### src/rtl/ccc_lock_sequencer.sv
// CCC PLL lock sequencer: synchronizes LOCK, waits for a stable lock, releases the
// GL0/GL1 system reset, then enables the gated GL1 clock. Tracks and counts lock losses.
module ccc_lock_sequencer #(
  parameter int unsigned SYNC_STAGES   = 2,
  parameter int unsigned SETTLE_CYCLES = 1024,
  parameter int unsigned GL1_EN_DELAY  = 16
) (
  input  logic       CLK,
  input  logic       RESET_N,
  input  logic       LOCK,
  input  logic       ENABLE_REQ,
  input  logic       CLR_FAULT,
  output logic       GL1_EN,
  output logic       SYS_RESET_N,
  output logic       READY,
  output logic       LOCK_LOST,
  output logic [7:0] LOSS_COUNT
);

  localparam int unsigned CNT_W = 16;
  localparam int unsigned LC_W  = 8;
  localparam logic [CNT_W-1:0] SETTLE_LAST  = CNT_W'(SETTLE_CYCLES - 1);
  localparam logic [CNT_W-1:0] RELEASE_LAST = CNT_W'(GL1_EN_DELAY - 1);
  localparam logic [LC_W-1:0]  LC_MAX       = {LC_W{1'b1}};

  typedef enum logic [2:0] {
    WAIT_LOCK = 3'd0,
    SETTLE    = 3'd1,
    RELEASE   = 3'd2,
    RUN       = 3'd3,
    FAULT     = 3'd4
  } state_t;

  state_t                 state_q, state_d;
  logic [CNT_W-1:0]       cnt_q, cnt_d;
  logic [SYNC_STAGES-1:0] sync_q;
  logic                   lock_sync;
  logic                   fault_entry;
  logic                   gl1_en_d, sys_reset_n_d, ready_d, lock_lost_d;
  logic [LC_W-1:0]        loss_count_d;

  // Only sync_q[0] ever samples the raw, asynchronous LOCK.
  always_ff @(posedge CLK or negedge RESET_N) begin
    if (!RESET_N) begin
      sync_q <= '0;
    end else begin
      sync_q <= {sync_q[SYNC_STAGES-2:0], LOCK};
    end
  end

  assign lock_sync = sync_q[SYNC_STAGES-1];

  // State, shared counter and all outputs are registered together.
  always_ff @(posedge CLK or negedge RESET_N) begin
    if (!RESET_N) begin
      state_q     <= WAIT_LOCK;
      cnt_q       <= '0;
      GL1_EN      <= 1'b0;
      SYS_RESET_N <= 1'b0;
      READY       <= 1'b0;
      LOCK_LOST   <= 1'b0;
      LOSS_COUNT  <= '0;
    end else begin
      state_q     <= state_d;
      cnt_q       <= cnt_d;
      GL1_EN      <= gl1_en_d;
      SYS_RESET_N <= sys_reset_n_d;
      READY       <= ready_d;
      LOCK_LOST   <= lock_lost_d;
      LOSS_COUNT  <= loss_count_d;
    end
  end

  // Next state / counter; lock loss is only a fault once the settle phase is over.
  always_comb begin
    state_d = state_q;
    cnt_d   = cnt_q;
    unique case (state_q)
      WAIT_LOCK: begin
        if (lock_sync) begin
          state_d = SETTLE;
          cnt_d   = '0;
        end
      end
      SETTLE: begin
        if (!lock_sync) begin
          state_d = WAIT_LOCK;
          cnt_d   = '0;
        end else if (cnt_q == SETTLE_LAST) begin
          state_d = RELEASE;
          cnt_d   = '0;
        end else begin
          cnt_d = CNT_W'(cnt_q + CNT_W'(1));
        end
      end
      RELEASE: begin
        if (!lock_sync) begin
          state_d = FAULT;
          cnt_d   = '0;
        end else if (cnt_q == RELEASE_LAST) begin
          state_d = RUN;
          cnt_d   = '0;
        end else begin
          cnt_d = CNT_W'(cnt_q + CNT_W'(1));
        end
      end
      RUN: begin
        if (!lock_sync) begin
          state_d = FAULT;
        end
      end
      FAULT: begin
        state_d = WAIT_LOCK;
        cnt_d   = '0;
      end
      default: begin
        state_d = WAIT_LOCK;
        cnt_d   = '0;
      end
    endcase
  end

  // Output next values derive from the state being entered so they land on the entry edge.
  always_comb begin
    fault_entry   = (state_d == FAULT) && (state_q != FAULT);
    ready_d       = (state_d == RUN);
    gl1_en_d      = (state_d == RUN) && ENABLE_REQ;
    sys_reset_n_d = (state_d == RELEASE) || (state_d == RUN);
    lock_lost_d   = LOCK_LOST;
    loss_count_d  = LOSS_COUNT;
    if (fault_entry) begin
      lock_lost_d = 1'b1;
      if (LOSS_COUNT != LC_MAX) begin
        loss_count_d = LC_W'(LOSS_COUNT + LC_W'(1));
      end
    end else if (CLR_FAULT) begin
      lock_lost_d = 1'b0;
    end
  end

endmodule
### config.mk
export PLATFORM = sky130hd
export DESIGN_NAME = ccc_lock_sequencer
export DESIGN_NICKNAME = d
export VERILOG_FILES = /design/src/rtl/ccc_lock_sequencer.sv
export SDC_FILE = /design/constraint.sdc
export NUM_CORES = 1
export LEC_CHECK = 0
export ABC_AREA = 1
export ABC_CLOCK_PERIOD_IN_PS = 2500
export CORE_MARGIN = 5
export CORE_UTILIZATION = 58
export CTS_CLUSTER_DIAMETER = 30
export DETAILED_ROUTE_END_ITERATION = 6
export PLACE_DENSITY = 0.89
export SETUP_SLACK_MARGIN = 0.3
export SLEW_MARGIN = 20
export SYNTH_ARGS = -nofsm -noshare
export SYNTH_HDL_FRONTEND = slang
export SYNTH_SLANG_ARGS = --single-unit
export TNS_END_PERCENT = 30
### constraint.sdc
create_clock -name CLK -period 2.5 [get_ports CLK]
set_input_delay 0.375 -clock CLK [delete_from_list [all_inputs] [get_ports CLK]]
set_output_delay 0.375 -clock CLK [all_outputs]
set_load 0.01 [all_outputs]
# == Word-level counts from Yosys, hierarchy flattened ==
# Index checks and enable logic that the tools add are counted.
# W data, S select, Z words.
# word_totals
elab_cells,44
input_bits,5
regBits,33
out_inout_bits,12
# op_classes
addsub,2
reduce_logical,7
bitwise_logic,1
mux,15
eq_ne,11
# ops
op,n
$mux W16,5
$pmux W16 S4,1
$mux W3,6
$add A16 B1 Y16 const B,1
$eq A16 B10 Y1 const B,1
$eq A16 B4 Y1 const B,1
$eq A3 B2 Y1 const B,4
$pmux W3 S4,1
$add A8 B1 Y8 const B,1
$ne A8 B8 Y1 const B,1
$reduce_and A2 Y1,2
$eq A3 B1 Y1 const B,1
$eq A3 B3 Y1 const B,1
$logic_not A3 Y1,1
$ne A3 B3 Y1 const B,1
$logic_and A1 B1 Y1,2
$mux W1,2
$ne A2 B2 Y1 const B,1
$reduce_bool A2 Y1,1
$logic_or A1 B1 Y1,1
$not A1 Y1,1

# == Depth between registers and ports, before layout ==
# depth
ltp_word,7
mapped_depth,10
mapped_depth_nobuf,10

# == Worst setup path before layout ==
# No wires, ideal clock.
# synth_timing
kind,register to register
startpoint,reg LOSS_COUNT[0]
endpoint,reg LOSS_COUNT[2]
required_ns,2.383
setup_time_ns,0.117
path_buffers,0
t_arrival_ns,1.367
period_less_slack_ns,1.484
path_stages_with_launch,9
setup_slack_ns,1.016
path_cell_list,dfrtp_1 > ha_1 > nand2_1 > nor2_4 > nand4_2 > o21ai_4 > inv_2 > nand3_1 > nand2_1
# synth_between
elab_chain_cells,2
word_cells_on_any_way,3
classes_between,1 x add/sub; 1 x eq/ne; 1 x reduce/logical
# synth_rtl
item,line,source
start: declaration,17,output logic [7:0] LOSS_COUNT
start signal: assignment,70,LOSS_COUNT <= loss_count_d;
"parallel branches: the longest is 2 deep, another holds $add A8 B1 Y8",-,
# Parallel ways; which one is timed is not known.
# A chain may end at the register's enable or synchronous reset.

# == Final worst setup path ==
# layout_timing
startpoint,reg LOSS_COUNT[5]
endpoint,out LOSS_COUNT[5]
# No word-level cell between the ends.

==> summary.md <==
| Metric | Value |
|---|---|
| Placer Congestion | `0.949` |
| Diodes inserted | `0` |
| Fillers | `276` |
| Non-filler cells, final | `353` |
| CP Class | `reg -> out` |
| Final Hold Viols | `0` |
| Initial antenna violation count | `0` |
| Worst setup margin | `0.729 ns` |
| Via density | `5.36` |
| CP max stage cell | `clkdlybuf4s50_1` |
| Worst setup EP type | `output pin` |
| HPWL after DPL | `3280 µm` |
| CP max FO | `6` |
| Rel. slew slack | `65.0%` |
| Final WL | `4500 µm` |
| Max-Cap Viols | `0` |
| Die Y-Extent | `69.9 µm` |
| Yosys warning count | `0` |
| GRT Residual Overflow | `0` |
| Top post-synthesis cells by area | `dfrtp_1 40%, nand2_1 16%, inv_1 6.1%, nand3_1 5.5%, nor2_1 5.1%` |
| # clock sinks | `33` |
| Most common cell after layout, fill and taps aside | `nand2_1` |
| Maximum buffer depth of the clock tree | `2` |
| Slew @ Worst Pin | `0.520 ns` |
| P_leak | `0.00117 µW` |
| Post-synth top area cell | `dfrtp_1` |
| Share of layout cells above drive strength 1 | `14.0%` |
| CP Launch Type | `register` |
| Register area | `826 µm²` |
| Status | `complete, no violations` |
| R2R Path End | `cnt_q[9]` |
| Final setup violation count | `0` |
| PD cells | `438 nW/µm²` |
| Layout Skew | `0.00961 ns` |
| Synthesized instance count | `285` |
| Worst Path Required | `2.12 ns` |
| Root Buffer | `clkbuf_4` |
| Hold/Removal Path Class | `reg -> reg` |
| Setup bufs post-CTS | `0` |
| Pre-CTS setup slack | `0.936 ns` |
| Die area | `4880 µm²` |
| CTS tree | `done` |
| Total GRT Usage | `20.2%` |
| Area added between synthesis and finish | `14.5%` |
| # resized after CTS | `0` |
| Post-Place Cells | `345` |
| Die X | `69.9 µm` |
| Mapped cell area | `2080 µm²` |
| CP arrival | `1.40 ns` |
| Bufs and invs on worst path | `1` |
| Hold Buf Count CTS | `0` |
| Nets@finish | `313` |
| Vias in the first global route | `1804` |
| TritonCTS buffer count | `5` |
| Hold Path Depth | `0` |
| Row count | `21` |
| CTS clk-pin slew, worst paths | `0.11 ns` |
| Post-synth top area share | `39.7%` |
| Synth Net Count | `292` |
| Tcrit/Tclk final | `70.8%` |
| Initial DRC Count | `148` |
| Core box area | `3420 µm²` |
| Reg2reg path depth | `11` |
| Unrepaired setup endpoints after global routing | `false` |
| Critical hold path startpoint | `sync_q[0]` |
| F_max | `0.565 GHz` |
| Tmin final | `1.77 ns` |
| Worst path top cell family by delay | `buffers and inverters` |
| I/O pin count | `17` |
| Final ANT Viol Nets | `0` |
| DRT Pass-1 Iters | `4` |
| Buffers on Ports | `16` |
| Highest-count cells in the layout ignoring fill and taps | `86 x nand2_1, 34 x inv_1, 33 x dfrtp_1, 28 x nor2_1, 23 x nand3_1` |
| Synth unique cells | `32` |
| Worst-path cell chain | `clkdlybuf4s50_1` |
| Area of the multi-input gates | `1070 µm²` |
| Largest net degree at the start of global routing | `34` |
| Global-route wire length before repair | `8070 µm` |
| Fin Setup TNS | `0 ns` |
| Reg-to-Reg Start | `state_q[2]` |
| Fin. max-slew vios | `0` |
| Clock Latency Late Sink | `0.35 ns` |
| Via count | `1893` |
| H-tree depth | `2` |
| Synthesized flop and latch total | `33` |
| Initial Util | `60.9%` |
| Hold EP | `sync_q[1]` |
| Drt wl/cell | `12.7 µm` |
| Critical Path Max Stage Delay | `0.58 ns` |
| R2r setup slk | `0.89 ns` |
| Mapped Avg Cell Area | `7.30 µm²` |
| DRC viols | `0` |
| Register area share after synthesis | `39.7%` |
| Maximum vdd drop | `0.339 mV` |
cells in the mapped netlist:
master	n
a21boi_0	1
a21oi_2	4
a31oi_1	1
buf_2	4
buf_6	1
clkbuf_1	1
dfrtp_1	33
ha_1	2
inv_1	34
inv_2	6
nand2_1	86
nand2_2	7
nand2_4	1
nand3_1	23
nand3_2	5
nand4_1	16
nand4_2	1
nor2_1	28
nor2_2	2
nor2_4	2
nor3_1	4
nor3_4	1
o2111ai_1	1
o211ai_1	1
o21a_1	2
o21ai_0	4
o21ai_1	4
o21ai_2	1
o21ai_4	1
o21bai_1	3
xnor2_1	1
xor2_1	4
worst register-to-register path, cell delays in order, from the launching register on:
cell	delay [ns]
dfrtp_1	0.44
inv_2	0.08
nand2_2	0.09
inv_2	0.04
nand2_1	0.08
o21ai_2	0.06
buf_4	0.20
inv_2	0.24
nand2_1	0.10
nand2_1	0.07
nand2_1	0.06
a21oi_2	0.11
state kept, by name (all words and copies together) (netlist names):
signal	flops
state_q	3
GL1_EN	1
LOSS_COUNT	8
SYS_RESET_N	1
LOCK_LOST	1
sync_q	2
READY	1
cnt_q	16
metal layers:
metal / GRT usage, % / part of all wire, % / up-vias
li1: - / - / 959
met4: 7.02 / 1.3 / 0
met1: 26.0 / 44 / 872
met5: 0 / 0 / -
met2: 34.0 / 48 / 54
met3: 3.73 / 6.6 / 8
per-stage QoR:
step / power, µW / util (%) / instance area (µm²) / hold slack [ns]
2_1_floorplan: 593 / - / 2080 / 0.0794
3_3_place_gp: 619 / 67.1 / 2290 / 0.340
3_5_place_dp: 621 / 67.1 / 2290 / 0.340
4_1_cts: 1050 / 69.7 / 2380 / 0.371
5_1_grt: 1080 / 69.7 / 2380 / 0.384
6_report: 1040 / 69.7 / 2380 / 0.367
power breakdown:
group	leakage (µW)	internal, µW	switching [µW]	total (µW)
combinational	0.000667	19.6	43.5	63.1
sequential	0.000454	539	8.31	547
clock	0.0000445	238	195	432
kinds of logic (layout without fill, tap and decap cells):
group | count (synthesis) | in the layout | synth area share (%)
AO/OA/AOI/OAI | 23 | 23 | 8.06
XOR/XNOR | 5 | 5 | 2.11
adder cells (fa/ha/maj) | 2 | 2 | 1.20
buffers and inverters | 46 | 68 | 8.90
flip-flops | 33 | 33 | 39.7
AND/OR/NAND/NOR | 176 | 176 | 40.0
area by class of cell:
class                      instances  area share, %
tap                               46           2.42
timing repair buffer              20           7.99
clock buffer                       6           2.15
multi-input combinational        206           44.9
sequential                        33           34.7
clock inverter                     2           1.58
inverter                          40           6.31
worst max path at each step:
| stage | startpoint | end | cells past startpoint |
|---|---|---|---|
| CTS | LOSS_COUNT[5] | LOSS_COUNT[5] | 1 |
| global placement | cnt_q[0] | cnt_q[14] | 6 |
| finish | LOSS_COUNT[5] | LOSS_COUNT[5] | 1 |
| detailed placement | state_q[2] | cnt_q[9] | 11 |
| global route | LOSS_COUNT[5] | LOSS_COUNT[5] | 1 |
| floorplan | LOSS_COUNT[0] | LOSS_COUNT[2] | 8 |
No activity file was read; power rests on OpenSTA's default activity.
